<file path="config.mk">
export PLATFORM = sky130hd
export DESIGN_NAME = pong_game_ctrl
export DESIGN_NICKNAME = d
export VERILOG_FILES = /design/src/rtl/pong_game_ctrl.sv
export SDC_FILE = /design/constraint.sdc
export NUM_CORES = 1
export LEC_CHECK = 0
export BUFFER_PORTS_ARGS = -buffer_cell sky130_fd_sc_hd__buf_2
export CAP_MARGIN = 20
export CORE_UTILIZATION = 45
export DETAILED_ROUTE_END_ITERATION = 16
export GPL_TIMING_DRIVEN = 1
export PLACE_DENSITY = 0.76
export SKIP_LAST_GASP = 1
export SYNTH_ARGS = -nofsm -noshare
export SYNTH_HDL_FRONTEND = slang
export SYNTH_SLANG_ARGS = --single-unit
</file>
<file path="constraint.sdc">
create_clock -name clk -period 4.42 [get_ports clk]
set_input_delay 0.221 -clock clk [delete_from_list [all_inputs] [get_ports clk]]
set_output_delay 0.221 -clock clk [all_outputs]
set_load 0.005 [all_outputs]
</file>
<file path="src/rtl/pong_game_ctrl.sv">
// Game-sequencing FSM for VGA pong: menu, max-score setup, serve, play, point hold, game end.
// Owns both scores, the winning score and serve side; every output is registered.
module pong_game_ctrl #(
    parameter int unsigned SCORE_W           = 5,
    parameter int unsigned MAX_SCORE_DEFAULT = 5,
    parameter int unsigned MAX_SCORE_LIMIT   = 15,
    parameter int unsigned POINT_HOLD_FRAMES = 60
) (
    input  logic               clk,
    input  logic               reset_n,
    input  logic               frame_tick,
    input  logic               launch,
    input  logic               btn_up,
    input  logic               btn_down,
    input  logic               left_hit,
    input  logic               right_hit,
    output logic [2:0]         state,
    output logic               play_en,
    output logic               serve_load,
    output logic               start_player,
    output logic [SCORE_W-1:0] score_p1,
    output logic [SCORE_W-1:0] score_p2,
    output logic [SCORE_W-1:0] max_score,
    output logic               game_over,
    output logic               winner
);

    localparam int unsigned HoldW = (POINT_HOLD_FRAMES > 1) ? $clog2(POINT_HOLD_FRAMES) : 1;

    typedef enum logic [2:0] {
        StMenu     = 3'd0,
        StSet      = 3'd1,
        StStart    = 3'd2,
        StPlay     = 3'd3,
        StEndPoint = 3'd4,
        StEndGame  = 3'd5
    } state_e;

    state_e             state_q, state_d;
    logic [SCORE_W-1:0] score_p1_q, score_p1_d;
    logic [SCORE_W-1:0] score_p2_q, score_p2_d;
    logic [SCORE_W-1:0] max_score_q, max_score_d;
    logic               start_player_q, start_player_d;
    logic               winner_q, winner_d;
    logic [HoldW-1:0]   hold_cnt_q, hold_cnt_d;
    logic               launch_prev_q, up_prev_q, down_prev_q;
    logic               play_en_q, play_en_d;
    logic               serve_load_q, serve_load_d;
    logic               game_over_q, game_over_d;

    logic launch_rise, up_rise, down_rise;
    logic hold_last, p1_won, p2_won;

    assign launch_rise = launch & ~launch_prev_q;
    assign up_rise     = btn_up & ~up_prev_q;
    assign down_rise   = btn_down & ~down_prev_q;
    assign hold_last   = (hold_cnt_q == HoldW'(POINT_HOLD_FRAMES - 1));
    assign p1_won      = (score_p1_q >= max_score_q);
    assign p2_won      = (score_p2_q >= max_score_q);

    // Edge history resets high so a button held through reset release is not a press.
    always_ff @(posedge clk or negedge reset_n) begin
        if (!reset_n) begin
            state_q        <= StMenu;
            score_p1_q     <= '0;
            score_p2_q     <= '0;
            max_score_q    <= SCORE_W'(MAX_SCORE_DEFAULT);
            start_player_q <= 1'b0;
            winner_q       <= 1'b0;
            hold_cnt_q     <= '0;
            launch_prev_q  <= 1'b1;
            up_prev_q      <= 1'b1;
            down_prev_q    <= 1'b1;
            play_en_q      <= 1'b0;
            serve_load_q   <= 1'b0;
            game_over_q    <= 1'b0;
        end else begin
            state_q        <= state_d;
            score_p1_q     <= score_p1_d;
            score_p2_q     <= score_p2_d;
            max_score_q    <= max_score_d;
            start_player_q <= start_player_d;
            winner_q       <= winner_d;
            hold_cnt_q     <= hold_cnt_d;
            launch_prev_q  <= launch;
            up_prev_q      <= btn_up;
            down_prev_q    <= btn_down;
            play_en_q      <= play_en_d;
            serve_load_q   <= serve_load_d;
            game_over_q    <= game_over_d;
        end
    end

    always_comb begin
        state_d        = state_q;
        score_p1_d     = score_p1_q;
        score_p2_d     = score_p2_q;
        max_score_d    = max_score_q;
        start_player_d = start_player_q;
        winner_d       = winner_q;
        hold_cnt_d     = hold_cnt_q;
        unique case (state_q)
            StMenu: begin
                if (launch_rise) state_d = StSet;
            end
            StSet: begin
                if (up_rise && !down_rise && (max_score_q < SCORE_W'(MAX_SCORE_LIMIT))) begin
                    max_score_d = max_score_q + SCORE_W'(1);
                end else if (down_rise && !up_rise && (max_score_q > SCORE_W'(1))) begin
                    max_score_d = max_score_q - SCORE_W'(1);
                end
                if (launch_rise) begin
                    state_d        = StStart;
                    score_p1_d     = '0;
                    score_p2_d     = '0;
                    start_player_d = 1'b0;
                end
            end
            StStart: begin
                if (launch_rise) state_d = StPlay;
            end
            StPlay: begin
                // Simultaneous hits are ambiguous and dropped.
                if (right_hit && !left_hit) begin
                    score_p1_d     = score_p1_q + SCORE_W'(1);
                    start_player_d = 1'b1;
                    hold_cnt_d     = '0;
                    state_d        = StEndPoint;
                end else if (left_hit && !right_hit) begin
                    score_p2_d     = score_p2_q + SCORE_W'(1);
                    start_player_d = 1'b0;
                    hold_cnt_d     = '0;
                    state_d        = StEndPoint;
                end
            end
            StEndPoint: begin
                if (frame_tick) begin
                    if (hold_last) begin
                        if (p1_won) begin
                            state_d  = StEndGame;
                            winner_d = 1'b0;
                        end else if (p2_won) begin
                            state_d  = StEndGame;
                            winner_d = 1'b1;
                        end else begin
                            state_d = StStart;
                        end
                    end else begin
                        hold_cnt_d = hold_cnt_q + HoldW'(1);
                    end
                end
            end
            StEndGame: begin
                if (launch_rise) begin
                    state_d    = StMenu;
                    score_p1_d = '0;
                    score_p2_d = '0;
                end
            end
            default: state_d = StMenu;
        endcase
    end

    always_comb begin
        play_en_d    = (state_d == StPlay);
        serve_load_d = (state_d == StStart);
        game_over_d  = (state_d == StEndGame);
    end

    assign state        = state_q;
    assign play_en      = play_en_q;
    assign serve_load   = serve_load_q;
    assign game_over    = game_over_q;
    assign start_player = start_player_q;
    assign winner       = winner_q;
    assign score_p1     = score_p1_q;
    assign score_p2     = score_p2_q;
    assign max_score    = max_score_q;

endmodule

</file>
==> results of run 1 <==
==> cells by family (layout without fill, tap and decap cells) <==
logic type | count (synthesis) | after routing | synth area share [%]
muxes | 3 | 3 | 1.62
buffers and inverters | 15 | 49 | 2.91
adders and majority gates | 18 | 18 | 11.7
xor gates and xnor gates | 10 | 10 | 4.53
AOI/OAI and AO/OA | 45 | 45 | 14.6
DFF | 32 | 32 | 41.7
and+or+nand+nor | 83 | 83 | 23.0
==> worst register-to-register path, delay by kind of cell (launching register included) <==
family	cells	cell delay, ns
AO/OA/AOI/OAI	4	0.64
adder cells (fa/ha/maj)	1	0.29
buffers and inverters	1	0.10
flip-flops	1	0.58
AND/OR/NAND/NOR	1	0.25
==> registers in the layout, summed over array words and instances, names as in the netlist <==
| signal | count |
|---|---|
| launch_prev_q | 1 |
| score_p2 | 5 |
| max_score | 5 |
| hold_cnt_q | 6 |
| up_prev_q | 1 |
| state | 3 |
| start_player | 1 |
| serve_load | 1 |
| play_en | 1 |
| winner | 1 |
| score_p1 | 5 |
| down_prev_q | 1 |
| game_over | 1 |
==> where the power goes <==
group / internal, mW / switching (mW)
Combinational: 0.206 / 0.224
Clock: 0.110 / 0.107
Sequential: 0.373 / 0.127
Total: 0.689 / 0.458
==> metal layers <==
layer | track usage, % | part of all wire [%] | up-vias
met3 | 4.73 | 4.3 | 5
met1 | 28.6 | 49 | 767
met4 | 6.91 | 1.1 | 0
li1 | - | - | 793
met2 | 30.4 | 46 | 49
met5 | 0 | 0 | -
==> path summary, 6_finish.rpt <==
check	startpoint	endpoint	slack [ns]	cells after the start
min in group clk	btn_down	down_prev_q	0.05	1
max	max_score[2]	game_over	2.42	7
min reg2reg	winner	winner	0.52	1
max in group asynchronous	reset_n	score_p1[3]	3.97	1
min	reset_n	hold_cnt_q[0]	-0.02	1
max reg2reg	max_score[2]	game_over	2.42	7
==> cell usage in the layout, fill, tap and decap left out, types with 2 or more instances in the layout <==
master / count
nand4_1: 7
dfstp_2: 5
mux2i_1: 2
o21ai_1: 4
dfrtp_1: 27
nand2_1: 21
xor2_1: 8
a22o_1: 2
nor3_1: 4
clkbuf_1: 2
or3_1: 3
nand2b_1: 3
nand3_1: 7
ha_1: 18
a31oi_1: 2
o21ai_0: 13
buf_2: 30
clkbuf_8: 5
a21oi_1: 10
and3_1: 2
inv_1: 11
xnor2_1: 2
nor2_1: 19
nor2b_1: 8
==> final cells by class <==
type                       instances  area [um2]
fill                             349        1850
sequential                        32         807
multi-input combinational        159        1070
inverter                          11        41.3
tap                               50        62.6
clock buffer                       7        76.3
timing repair buffer              30         150
clock inverter                     1        5.00
==> per-stage QoR <==
| stage | cells | total power, mW |
|---|---|---|
| after floorplan | 206 | 0.780 |
| after global placement | 282 | 0.918 |
| after detailed placement | 282 | 0.928 |
| after CTS | 290 | 1.15 |
| after global routing | 290 | 1.26 |
| final | 290 | 1.15 |
==> impl_metrics.py, run 1 <==
metrics = {
    "run_status": {
        "status": "complete, but fails checks",
        "violations": "negative hold slack",
    },
    "cts": {
        "ctsResizeCount": 0,
        "ctsHoldBuffers": 0,
        "cts_root_buf": "clkbuf_8",
        "cts_buffers": 5,
        "clk_latency_ns": 0.28,
        "clkTransAtPathRegs_ns": 0.07,
        "cts_max_level": 2,
        "postCtsSetupRepairBufs": 0,
        "clockBufferDepth": 2,
        "cts_tree": "built",
        "cts.sinks": 32,
    },
    "synth": {
        "synth_enable_flop_cells": 0,
        "synth-seq-cells": 32,
        "synth-async-reset-ratio_pct": 100,
        "yosysWarnings": 0,
        "syn_inst": 206,
        "syn_area_per_cell_um2": 9.38,
        "yosys.area.top_type": "dfrtp_1",
        "synth.area.top_cells": "dfrtp_1 35%, ha_1 12%, dfstp_2 6.8%",
        "synth_common_cells": "27 x dfrtp_1, 21 x nand2_1, 19 x nor2_1",
        "synth_top_area_share_pct": 35.0,
        "ys.flop_type": "dfrtp_1",
        "synth_area_mm2": 0.00193,
        "synth_nets": 232,
        "synth-seq-area-share_pct": 41.7,
        "synth.distinct_cells": 46,
        "yosysMostFrequentCell": "dfrtp_1",
    },
    "route": {
        "drc_errors": 0,
        "firstDrtPassIters": 4,
        "routed_wirelength_um": 3940,
        "vias": 1614,
        "wire_per_inst_um": 13.6,
        "ant_nets": 0,
        "routed_via_density": 5.57,
        "drtIter0Drc": 124,
    },
    "floorplan": {
        "rows": 23,
        "start_util_pct": 47.6,
        "die_w_um": 67.5,
        "core_mm2": 0.00406,
        "die_h_um": 67.5,
        "io_pins": 31,
        "die-area_mm2": 0.00456,
    },
    "layout": {
        "finish.instance_area_mm2": 0.00221,
        "layout-drive-gt1-share_pct": 20.4,
        "finish.utilization_pct": 54.5,
        "syn_to_final_growth_pct": 14.4,
        "antenna_cells": 0,
        "finalNetCount": 265,
    },
    "global_route": {
        "grt_max_degree": 33,
        "antenna_found_initial": 0,
        "grt_pass1_vias": 1507,
        "grt_overflow": 0,
        "grt_pass1_wl_um": 6910,
        "grt_usage_pct": 20.4,
    },
    "critical_path": {
        "end_kind": "flip-flop",
        "cp_slowest_cell": "dfstp_2",
        "cp-start-kind": "flip-flop",
        "cpPeakStageDelay_ns": 0.58,
        "path_cells": "inv_1 > ha_1 > a21oi_1 > o21ai_0 > a31oi_1 > and3_1 > o32ai_1",
        "worstPathArrival_ns": 2.15,
        "cp_num_buf_inv": 1,
        "path_class": "flip-flop to flip-flop",
        "cp.required_ns": 4.57,
        "crit_fanout": 7,
        "cp_top_family": "compound AO/OA/AOI/OAI gates",
    },
    "sta": {
        "final.setup.tns_ns": 0,
        "setup_viol": 0,
        "clock-skew-final_ns": 0.00659,
        "fin_crit_sh_pct": 45.3,
        "rsz0062_at_grt": "false",
        "hold_viol_final": 24,
        "period_minus_slack_ns": 2.00,
        "slew_headroom_pct": 52.4,
        "worstMarginPinSlew_ns": 0.714,
        "setup_ws_ns": 2.42,
        "drv_slew": 0,
        "fmax_mhz": 500,
        "whs_ns": -0.0161,
    },
    "placed_design": {
        "hpwl_um": 2850,
        "dpl_cell_area_mm2": 0.00213,
        "io_buffers": 30,
        "place_ws_ns": 2.43,
        "gp_congestion": 0.883,
    },
    "flow_run": {
        "cap_violations": 0,
    },
    "power": {
        "power_leakage_nw": 1.08,
        "power_density_mw_per_mm2": 519,
        "ir_worst_vdd_uv": 189,
    },
    "worst_hold_path": {
        "hold_class": "primary input to async pin",
    },
}
Note: power is estimated with default switching activity, not from simulation.
==> run 2: changes to the inputs <==
- clock period: 4.42 -> 2.1 ns (I/O delays scaled with it)
==> run 2 against run 1 <==
Compared with the run above: utilization up 2.1 points; critical path type unchanged; wire length up 5.0%; critical endpoint is now winner; the flow now finishes without violations; largest power group is now combinational logic; critical path depth unchanged; maximum frequency up 1.5%.
==> impl_metrics.py, run 2 (synthesis gave the netlist of run 1 again) <==
metrics = {
    "run_status": {
        "status": "finished clean",
    },
    "critical_path": {
        "cp.required_ns": 2.27,
        "end_kind": "flip-flop",
        "crit_fanout": 7,
        "worstPathArrival_ns": 2.14,
        "path_class": "flip-flop to flip-flop",
        "cp-start-kind": "flip-flop",
        "path_cells": "inv_1 > ha_1 > a21oi_1 > o21ai_0 > a31oi_2 > a31oi_1 > o22a_1",
        "cp_top_family": "compound AO/OA/AOI/OAI gates",
        "cpPeakStageDelay_ns": 0.58,
        "cp_slowest_cell": "dfstp_2",
        "cp_num_buf_inv": 1,
    },
    "cts": {
        "postCtsSetupRepairBufs": 0,
        "cts_root_buf": "clkbuf_8",
        "clkTransAtPathRegs_ns": 0.06,
        "cts_max_level": 2,
        "cts.sinks": 32,
        "clockBufferDepth": 2,
        "cts_tree": "built",
        "cts_buffers": 5,
        "clk_latency_ns": 0.28,
    },
    "power": {
        "power_density_mw_per_mm2": 1090,
        "p_total_mw": 2.50,
        "ir_worst_vdd_uv": 426,
        "power_leakage_nw": 1.12,
    },
    "floorplan": {
        "rows": 23,
        "core_mm2": 0.00406,
        "die_h_um": 67.5,
        "start_util_pct": 47.6,
        "io_pins": 31,
        "die_w_um": 67.5,
        "die-area_mm2": 0.00456,
    },
    "route": {
        "ant_nets": 0,
        "firstDrtPassIters": 4,
        "drtIter0Drc": 116,
        "routed_wirelength_um": 4130,
        "drc_errors": 0,
        "routed_via_density": 5.44,
        "vias": 1620,
        "wire_per_inst_um": 13.9,
    },
    "global_route": {
        "grt_pass1_wl_um": 6980,
        "grt.busiest_layer": "met2",
        "grt_use_met3_pct": 4.22,
        "grt_pass1_vias": 1513,
        "antenna_found_initial": 0,
        "grt_max_degree": 33,
        "grt_overflow": 0,
        "use_met2_pct": 31.1,
        "grt_usage_pct": 20.9,
        "met1_usage_pct": 29.4,
    },
    "layout": {
        "layout-drive-gt1-share_pct": 21.8,
        "finalNetCount": 273,
        "layout_common_cells": "30 x buf_2, 27 x dfrtp_1, 21 x nand2_1",
        "largest_reg_flops": 6,
        "finish.utilization_pct": 56.6,
        "layout_commonest_cell": "buf_2",
        "regMostFlops": "hold_cnt_q",
        "finalNonFillerCells": 298,
        "antenna_cells": 0,
        "syn_to_final_growth_pct": 18.8,
    },
    "sta": {
        "clock-skew-final_ns": 0.00436,
        "drv_slew": 0,
        "worstMarginPinSlew_ns": 0.703,
        "setup_viol": 0,
        "period_minus_slack_ns": 1.97,
        "hold_viol_final": 0,
        "fmax_mhz": 507,
        "slew_headroom_pct": 53.2,
        "fin_crit_sh_pct": 93.9,
    },
    "placed_design": {
        "place_inst": 286,
        "hpwl_um": 3050,
        "gp_congestion": 0.856,
        "io_buffers": 30,
    },
    "worst_hold_path": {
        "hold_class": "primary input to flip-flop",
    },
    "flow_run": {
        "cap_violations": 0,
    },
}
==> run 2: worst paths after layout <==
path	startpoint	to	slack (ns)	cells after the start
max	max_score[2]	winner	0.13	7
min	frame_tick	state[2]	0.30	5
max reg2reg	max_score[2]	winner	0.13	7
min reg2reg	start_player	start_player	0.52	1
max in group asynchronous	reset_n	score_p2[4]	1.24	2
min in group asynchronous	reset_n	hold_cnt_q[2]	0.40	2
==> run 2: layer usage <==
metal	part of all wire, %	up-vias
li1	-	812
met1	49	752
met2	45	47
met3	3.8	9
met4	2.0	0
met5	0	-
==> run 2: worst register-to-register path: stages, from the launching register on <==
cell and delay (ns):
dfstp_2 0.58, inv_1 0.11, ha_1 0.30, a21oi_1 0.12, o21ai_0 0.12, a31oi_2 0.31
a31oi_1 0.13, o22a_1 0.19
==> run 2: report_power, final <==
part           switching (mW)  internal [mW]
Clock                   0.208          0.267
Sequential              0.223          0.784
Combinational           0.545          0.476
==> run 2: what timing repair did <==
action | CTS | global route
hold buffers | 4 | 0
endpoints found under the setup margin | 0 | 6
gates resized for setup | 0 | 1
endpoints found under the hold margin | 30 | 0
==> run 2: final cells by class <==
class                   instances  area [um2]
repair buffers                 38         220
multi-input cells             159        1080
inverters                      11        41.3
well taps                      50        62.6
fillers                       365        1760
flip-flops and latches         32         807
clock buffers                   8        90.1
==> run 2: metrics by stage <==
step                setup TNS (ns)  setup slack [ns]  hold slack, ns  instance area [um2]
floorplan                        0             0.289          -0.191                 1930
global placement                 0             0.160           0.193                 2160
detailed placement               0             0.110           0.191                 2160
CTS                              0            0.0908           0.297                 2290
global route               -0.0272           -0.0197           0.355                 2300
finish                           0             0.128           0.303                 2300
